File: src/rtl/clk_divider_six_pkg.sv
// ============================================================================
// Module : clk_divider_six_pkg
// Brief  : Shared constants and the ratio-legality helper for clk_divider_six.
// Rev    : 1.0  initial release
// ============================================================================
`default_nettype none

package clk_divider_six_pkg;

  localparam int DEFAULT_DIV_N = 6;

  // Only even ratios can give an exact 50 % duty square wave.
  function automatic bit div_ratio_ok(input int n);
    return (n >= 2) && ((n % 2) == 0);
  endfunction

endpackage

`default_nettype wire

File: src/rtl/clk_divider_six_mod_n_counter.sv
// ============================================================================
// Module : clk_divider_six_mod_n_counter
// Brief  : Free-running modulo-N phase counter with a last-phase wrap flag.
// Rev    : 1.0  initial release
// ============================================================================
`default_nettype none

module clk_divider_six_mod_n_counter
  import clk_divider_six_pkg::*;
#(
  parameter int N = DEFAULT_DIV_N,
  parameter int W = $clog2(N)
) (
  input  logic         clk,
  input  logic         rst_n,
  output logic [W-1:0] cnt,
  output logic         wrap
);

  localparam logic [W-1:0] C_LAST = W'(N - 1);

  assign wrap = (cnt == C_LAST);

  always_ff @(posedge clk or negedge rst_n) begin
    if (!rst_n) begin
      cnt <= '0;
    end else if (wrap) begin
      cnt <= '0;
    end else begin
      cnt <= cnt + 1'b1;
    end
  end

endmodule

`default_nettype wire

File: src/rtl/clk_divider_six.sv
// ============================================================================
// Module : clk_divider_six
// Brief  : Divide-by-DIV_N enable pulse (clk_flag) and 50 % square wave (clk_out).
// Rev    : 1.0  initial release
// ============================================================================
`default_nettype none

module clk_divider_six
  import clk_divider_six_pkg::*;
#(
  parameter int DIV_N = DEFAULT_DIV_N,
  parameter int CNT_W = $clog2(DIV_N)
) (
  input  logic sys_clk,
  input  logic sys_rst_n,
  output logic clk_flag,
  output logic clk_out
);

  if (!div_ratio_ok(DIV_N)) begin : g_bad_div_n
    $error("clk_divider_six: DIV_N must be even and >= 2");
  end

  if (CNT_W != $clog2(DIV_N)) begin : g_bad_cnt_w
    $error("clk_divider_six: CNT_W is derived from DIV_N and must not be overridden");
  end

  localparam logic [CNT_W-1:0] C_FLAG_PHASE = CNT_W'(DIV_N - 2);
  localparam logic [CNT_W-1:0] C_HALF       = CNT_W'(DIV_N / 2);

  logic [CNT_W-1:0] cnt;
  logic             wrap;
  logic [CNT_W-1:0] cnt_next;

  clk_divider_six_mod_n_counter #(
    .N (DIV_N),
    .W (CNT_W)
  ) u_phase (
    .clk   (sys_clk),
    .rst_n (sys_rst_n),
    .cnt   (cnt),
    .wrap  (wrap)
  );

  // Outputs are decoded one phase early so the registered values line up with cnt.
  assign cnt_next = wrap ? '0 : (cnt + 1'b1);

  always_ff @(posedge sys_clk or negedge sys_rst_n) begin
    if (!sys_rst_n) begin
      clk_flag <= 1'b0;
      clk_out  <= 1'b0;
    end else begin
      clk_flag <= (cnt == C_FLAG_PHASE);
      clk_out  <= (cnt_next >= C_HALF);
    end
  end

endmodule

`default_nettype wire

File: config.mk
export PLATFORM = sky130hd
export DESIGN_NAME = clk_divider_six
export DESIGN_NICKNAME = d
export VERILOG_FILES = /design/src/rtl/clk_divider_six_pkg.sv /design/src/rtl/clk_divider_six_mod_n_counter.sv /design/src/rtl/clk_divider_six.sv
export SDC_FILE = /design/constraint.sdc
export NUM_CORES = 1
export LEC_CHECK = 0
export CAP_MARGIN = 20
export CORE_AREA = 10 10 47 49
export DETAILED_ROUTE_END_ITERATION = 10
export DIE_AREA = 0 0 57 59
export HOLD_SLACK_MARGIN = 0.06
export PLACE_DENSITY = 0.38
export SLEW_MARGIN = 30
export SYNTH_ARGS = -nofsm -noshare
export SYNTH_HDL_FRONTEND = slang
export SYNTH_HIERARCHICAL = 1
export SYNTH_SLANG_ARGS = --single-unit
export TNS_END_PERCENT = 10
File: constraint.sdc
create_clock -name sys_clk -period 2.08 [get_ports sys_clk]
set_clock_uncertainty 0.1 [all_clocks]
set_input_delay 0.208 -clock sys_clk [delete_from_list [all_inputs] [get_ports sys_clk]]
set_output_delay 0.208 -clock sys_clk [all_outputs]
set_load 0.01 [all_outputs]
==> results of run 1 <==
[synthesized netlist by cell type]
cell type / number
mux2i_1: 1
inv_1: 4
ha_1: 2
xnor2_1: 1
and2_2: 1
and3_1: 1
o21ai_1: 1
dfrtp_1: 5
nand2b_1: 3
a21oi_1: 1
[layer usage]
metal / GRT usage (%) / wire length (um)
met5: 0 / 0
met4: 2.01 / 0
met3: 4.94 / 58
met2: 3.88 / 156
met1: 2.15 / 129
[metrics by stage]
stage / worst slack, ns / instances / util, % / cell area, um^2 / hold slack (ns)
2_1_floorplan: 1.02 / 20 / - / 226 / -0.188
3_3_place_gp: 0.939 / 39 / 19.7 / 277 / 0.344
3_5_place_dp: 0.922 / 39 / 19.7 / 277 / 0.346
4_1_cts: 0.671 / 43 / 21.6 / 303 / 0.0972
5_1_grt: 0.629 / 43 / 21.6 / 303 / 0.0934
6_report: 0.687 / 43 / 21.6 / 303 / 0.0982
[flip-flops by register name, summed over array words and instances, names as in the netlist]
register,cells
clk_flag,1
u_phase/cnt,3
clk_out,1
[worst paths after layout]
kind,from,endpoint,depth (start not counted)
worst max register to register,u_phase/cnt[0]$_DFF_PN0_,clk_out$_DFF_PN0_,4
worst max-delay path,clk_out$_DFF_PN0_,clk_out,1
worst min register to register,u_phase/cnt[0]$_DFF_PN0_,u_phase/cnt[0]$_DFF_PN0_,1
worst min-delay path,sys_rst_n,clk_flag$_DFF_PN0_,1
max in group asynchronous,sys_rst_n,u_phase/cnt[0]$_DFF_PN0_,1
min in group sys_clk,u_phase/cnt[0]$_DFF_PN0_,u_phase/cnt[0]$_DFF_PN0_,1
[cells by family after synthesis]
family	after synthesis	synth area share, %
fa+ha+maj	2	11.0
flops	5	55.2
buf+inv	4	6.63
xor+xnor	1	3.87
simple gates	5	14.4
mux	1	4.42
compound gates	2	4.42
[report_power, final]
| group | total, W | internal (W) | leakage, nW | switching [W] |
|---|---|---|---|---|
| combinational | 0.00000350 | 0.00000167 | 0.0792 | 0.00000183 |
| clock | 0.000107 | 0.0000722 | 0.0150 | 0.0000344 |
| sequential | 0.0000977 | 0.0000977 | 0.0658 | 0 |
[cell type report]
cell class | instances | area share, %
multi-input cells | 11 | 28.5
well taps | 16 | 6.61
inverters | 4 | 4.96
repair buffers | 3 | 9.92
clock buffers | 4 | 8.68
flip-flops and latches | 5 | 41.3
==> flow_metrics.py, run 1 <==
metrics = {
    "synth": {
        "yosysUniqueCellTypes": 10,
        "ys_seq_elements": 5,
        "synth_area_leaders": "dfrtp_1, ha_1, nand2b_1, inv_1, mux2i_1",
        "synth.largest_area_cell": "dfrtp_1",
        "synth_top_area_share_pct": 55.2,
        "synth_area_um2": 226,
        "yosysWarnings": 6,
        "synth_area_per_cell_um2": 11.3,
        "ys_seq_area_share_pct": 55.2,
        "postSynthCellCount": 20,
        "synth.net_count": 24,
    },
    "global_route": {
        "grt_overflow": 0,
        "grt_max_degree": 9,
        "grtUsageTotal_pct": 3.12,
        "grt_pass1_vias": 177,
        "grt_pass1_wl_um": 696,
        "antenna_found_initial": 0,
    },
    "critical_path": {
        "crit_chain": "clkdlybuf4s50_1",
        "cp-end-kind": "primary output",
        "worstPathRequired_ns": 1.77,
        "worstPathArrival_ns": 1.09,
        "slowest_delay_ns": 0.53,
        "worst_setup_path_start_kind": "flop",
        "cp_top_family": "buffers and inverters",
        "crit_path_max_fanout": 1,
        "path_buf_inv": 1,
        "critical_path_class": "reg2out",
        "crit_slowest_cell": "clkdlybuf4s50_1",
        "rrSetupSlack_ns": 0.94,
    },
    "route": {
        "vias": 152,
        "ant_nets": 0,
        "drc": 0,
        "wl_per_cell_um": 8.00,
        "drt_iter0_markers": 6,
        "via_per_inst": 3.53,
        "routed_wl_um": 344,
        "first_pass_iters": 2,
    },
    "sta": {
        "rsz0062_at_grt": "false",
        "worst_pin_slew_ns": 0.234,
        "fmax_mhz": 718,
        "tns_ns": 0,
        "fin_crit_ns": 1.39,
        "hold_viol": 0,
        "fin_crit_sh_pct": 67.0,
        "setup_viol": 0,
        "relSlewSlack_pct": 84.3,
        "finalMaxSlewViolations": 0,
    },
    "clocking": {
        "root_buffer": "clkbuf_4",
        "clkLatencyLatePin_ns": 0.23,
        "cts_setup_buffers": 0,
        "cts_tree": "yes",
        "cts.repair.resized": 0,
        "cts_buffer_depth": 2,
        "path_clk_slew_ns": 0.04,
        "hold_buffers": 0,
        "numCtsBuffers": 3,
        "htree_levels": 1,
        "cts_sinks": 5,
    },
    "finish": {
        "drive_gt1_share_pct": 14.8,
        "final_common_cell": "dfrtp_1",
        "multi_input_area_um2": 86.3,
        "area_delta_synth_final_pct": 33.7,
        "nNetsFinal": 32,
        "insertedDiodeCount": 0,
        "fillers": 166,
        "regArea_um2": 125,
        "mostFrequentLayoutCells": "dfrtp_1, inv_1, nand2b_1, clkbuf_4, clkdlybuf4s50_1",
    },
    "power_and_ir_drop": {
        "ir_worst_vdd_uv": 272,
        "power_density_nw_per_um2": 686,
        "finalPower_w": 0.000208,
        "leakage_nw": 0.160,
    },
    "placement": {
        "hpwl_um": 277,
        "gp_congestion": 0.682,
        "io_buffers": 3,
    },
    "floorplan": {
        "rows": 14,
        "die_area_um2": 3360,
        "ios": 4,
        "dieHeight_um": 59,
        "initial_utilization_pct": 16.2,
        "core_area_um2": 1400,
        "die_x_um": 57,
    },
    "worst_hold_path": {
        "hp-class": "in2async",
    },
    "outcome": {
        "status": "completed",
    },
    "job": {
        "drv_cap": 0,
    },
}
Power figures use the tool's default switching activity.
==> run 2: changes to the inputs <==
- PLACE_DENSITY: 0.38 -> 0.39
- clock period: 2.08 -> 1.2 ns (I/O delays scaled with it)
==> flow_metrics.py, run 2 (same netlist as run 1, synthesis figures left out) <==
metrics = {
    "sta": {
        "finalMaxSlewViolations": 0,
        "fin_crit_sh_pct": 90.5,
        "rsz0062_at_grt": "false",
        "tns_ns": 0,
        "fin_crit_ns": 1.09,
        "fmax_mhz": 921,
        "setup_viol": 0,
        "worst_pin_slew_ns": 0.231,
        "holdWs_ns": 0.477,
        "relSlewSlack_pct": 84.6,
        "hold_viol": 0,
    },
    "floorplan": {
        "ios": 4,
        "die_x_um": 57,
        "die_area_um2": 3360,
        "dieHeight_um": 59,
        "core_area_um2": 1400,
        "rows": 14,
        "initial_utilization_pct": 16.2,
    },
    "critical_path": {
        "worst_setup_path_start_kind": "flop",
        "cp-end-kind": "primary output",
        "slowest_delay_ns": 0.35,
        "crit_chain": "dlygate4sd2_1",
        "crit_path_max_fanout": 1,
        "rrSetupSlack_ns": 0.14,
        "path_buf_inv": 1,
        "cp_top_family": "flip-flops",
        "crit_slowest_cell": "dfrtp_1",
        "worstPathArrival_ns": 0.87,
        "worstPathRequired_ns": 0.98,
        "critical_path_class": "reg2out",
    },
    "clocking": {
        "cts_tree": "yes",
        "root_buffer": "clkbuf_4",
        "cts_buffer_depth": 2,
        "numCtsBuffers": 3,
        "htree_levels": 1,
        "cts_setup_buffers": 0,
        "clkLatencyLatePin_ns": 0.23,
        "path_clk_slew_ns": 0.04,
        "cts_sinks": 5,
    },
    "global_route": {
        "antenna_found_initial": 0,
        "grt_pass1_vias": 172,
        "grt_overflow": 0,
        "grt_max_degree": 6,
        "grtUsageTotal_pct": 3.08,
        "grt_pass1_wl_um": 703,
    },
    "route": {
        "first_pass_iters": 3,
        "drc": 0,
        "routed_wl_um": 358,
        "drt_iter0_markers": 5,
        "via_per_inst": 3.56,
        "ant_nets": 0,
        "vias": 160,
        "wl_per_cell_um": 7.96,
    },
    "finish": {
        "reg.largest.list": "u_phase/cnt (3), clk_flag (1), clk_out (1)",
        "regMostFlops": "u_phase/cnt",
        "drive_gt1_share_pct": 17.2,
        "nNetsFinal": 34,
        "final_common_cell": "dfrtp_1",
        "insertedDiodeCount": 0,
        "area_delta_synth_final_pct": 40.3,
        "largest_reg_flops": 3,
        "fillers": 164,
        "mostFrequentLayoutCells": "dfrtp_1, inv_1, nand2b_1, clkbuf_4",
    },
    "power_and_ir_drop": {
        "power_density_nw_per_um2": 1150,
        "netSwitchingPower_w": 0.0000663,
        "p_clk_share_pct": 51.4,
        "ir_worst_vdd_uv": 494,
        "pwr-share-comb_pct": 2.3,
        "switching_share_pct": 18.1,
        "leakage_nw": 0.178,
        "p_int_w": 0.000300,
        "power_frac_seq_pct": 46.3,
    },
    "outcome": {
        "status": "completed",
    },
    "job": {
        "drv_cap": 0,
    },
    "placement": {
        "io_buffers": 3,
        "hpwl_um": 283,
        "gp_congestion": 0.666,
    },
    "worst_hold_path": {
        "hp-class": "reg2reg",
    },
}
-- run 2: final cells by class --
type	instances	area [um^2]	share of cell area (%)
inverters	4	15.0	4.72
clock buffers	4	26.3	8.27
repair buffers	5	45.0	14.2
multi-input cells	11	86.3	27.2
flip-flops and latches	5	125	39.4
well taps	16	20.0	6.30
-- run 2: final timing paths --
path / start / to / cells past startpoint
setup / recovery: clk_out$_DFF_PN0_ / clk_out / 1
hold / removal: u_phase/cnt[2]$_DFF_PN0_ / u_phase/cnt[2]$_DFF_PN0_ / 2
setup reg to reg: u_phase/cnt[0]$_DFF_PN0_ / clk_out$_DFF_PN0_ / 3
hold reg to reg: u_phase/cnt[2]$_DFF_PN0_ / u_phase/cnt[2]$_DFF_PN0_ / 2
max in group asynchronous: sys_rst_n / u_phase/cnt[0]$_DFF_PN0_ / 2
min in group asynchronous: sys_rst_n / clk_out$_DFF_PN0_ / 2
-- run 2: power groups by stage --
| stage | Combinational, W | Clock, W | Sequential, W |
|---|---|---|---|
| floorplan | 0.0000000000685 | 0 | 0.000172 |
| global placement | 0.00000630 | 0 | 0.000172 |
| detailed placement | 0.00000623 | 0 | 0.000172 |
| CTS | 0.00000889 | 0.000200 | 0.000169 |
| global route | 0.00000963 | 0.000219 | 0.000169 |
| finish | 0.00000858 | 0.000188 | 0.000169 |
-- run 2: metrics by stage --
step	instance area, um^2	setup slack (ns)	instances	util (%)	total power [W]
2_1_floorplan	226	0.137	20	-	0.000172
3_3_place_gp	284	0.139	40	20.3	0.000178
3_5_place_dp	284	0.132	40	20.3	0.000178
4_1_cts	318	0.0958	45	22.7	0.000378
5_1_grt	318	0.00395	45	22.7	0.000398
6_report	318	0.115	45	22.7	0.000366
-- run 2: repair_timing --
action                                 CTS  global route
endpoints found under the hold margin    5             0
gates resized for setup                  2             0
hold buffers                             1             0
setup endpoints to repair                2             0
-- run 2: per-layer routing --
| layer | share of wire, % | GRT usage (%) |
|---|---|---|
| met5 | 0 | 0 |
| met4 | 2.2 | 2.01 |
| met3 | 21 | 4.94 |
| met2 | 36 | 3.10 |
| met1 | 41 | 2.64 |
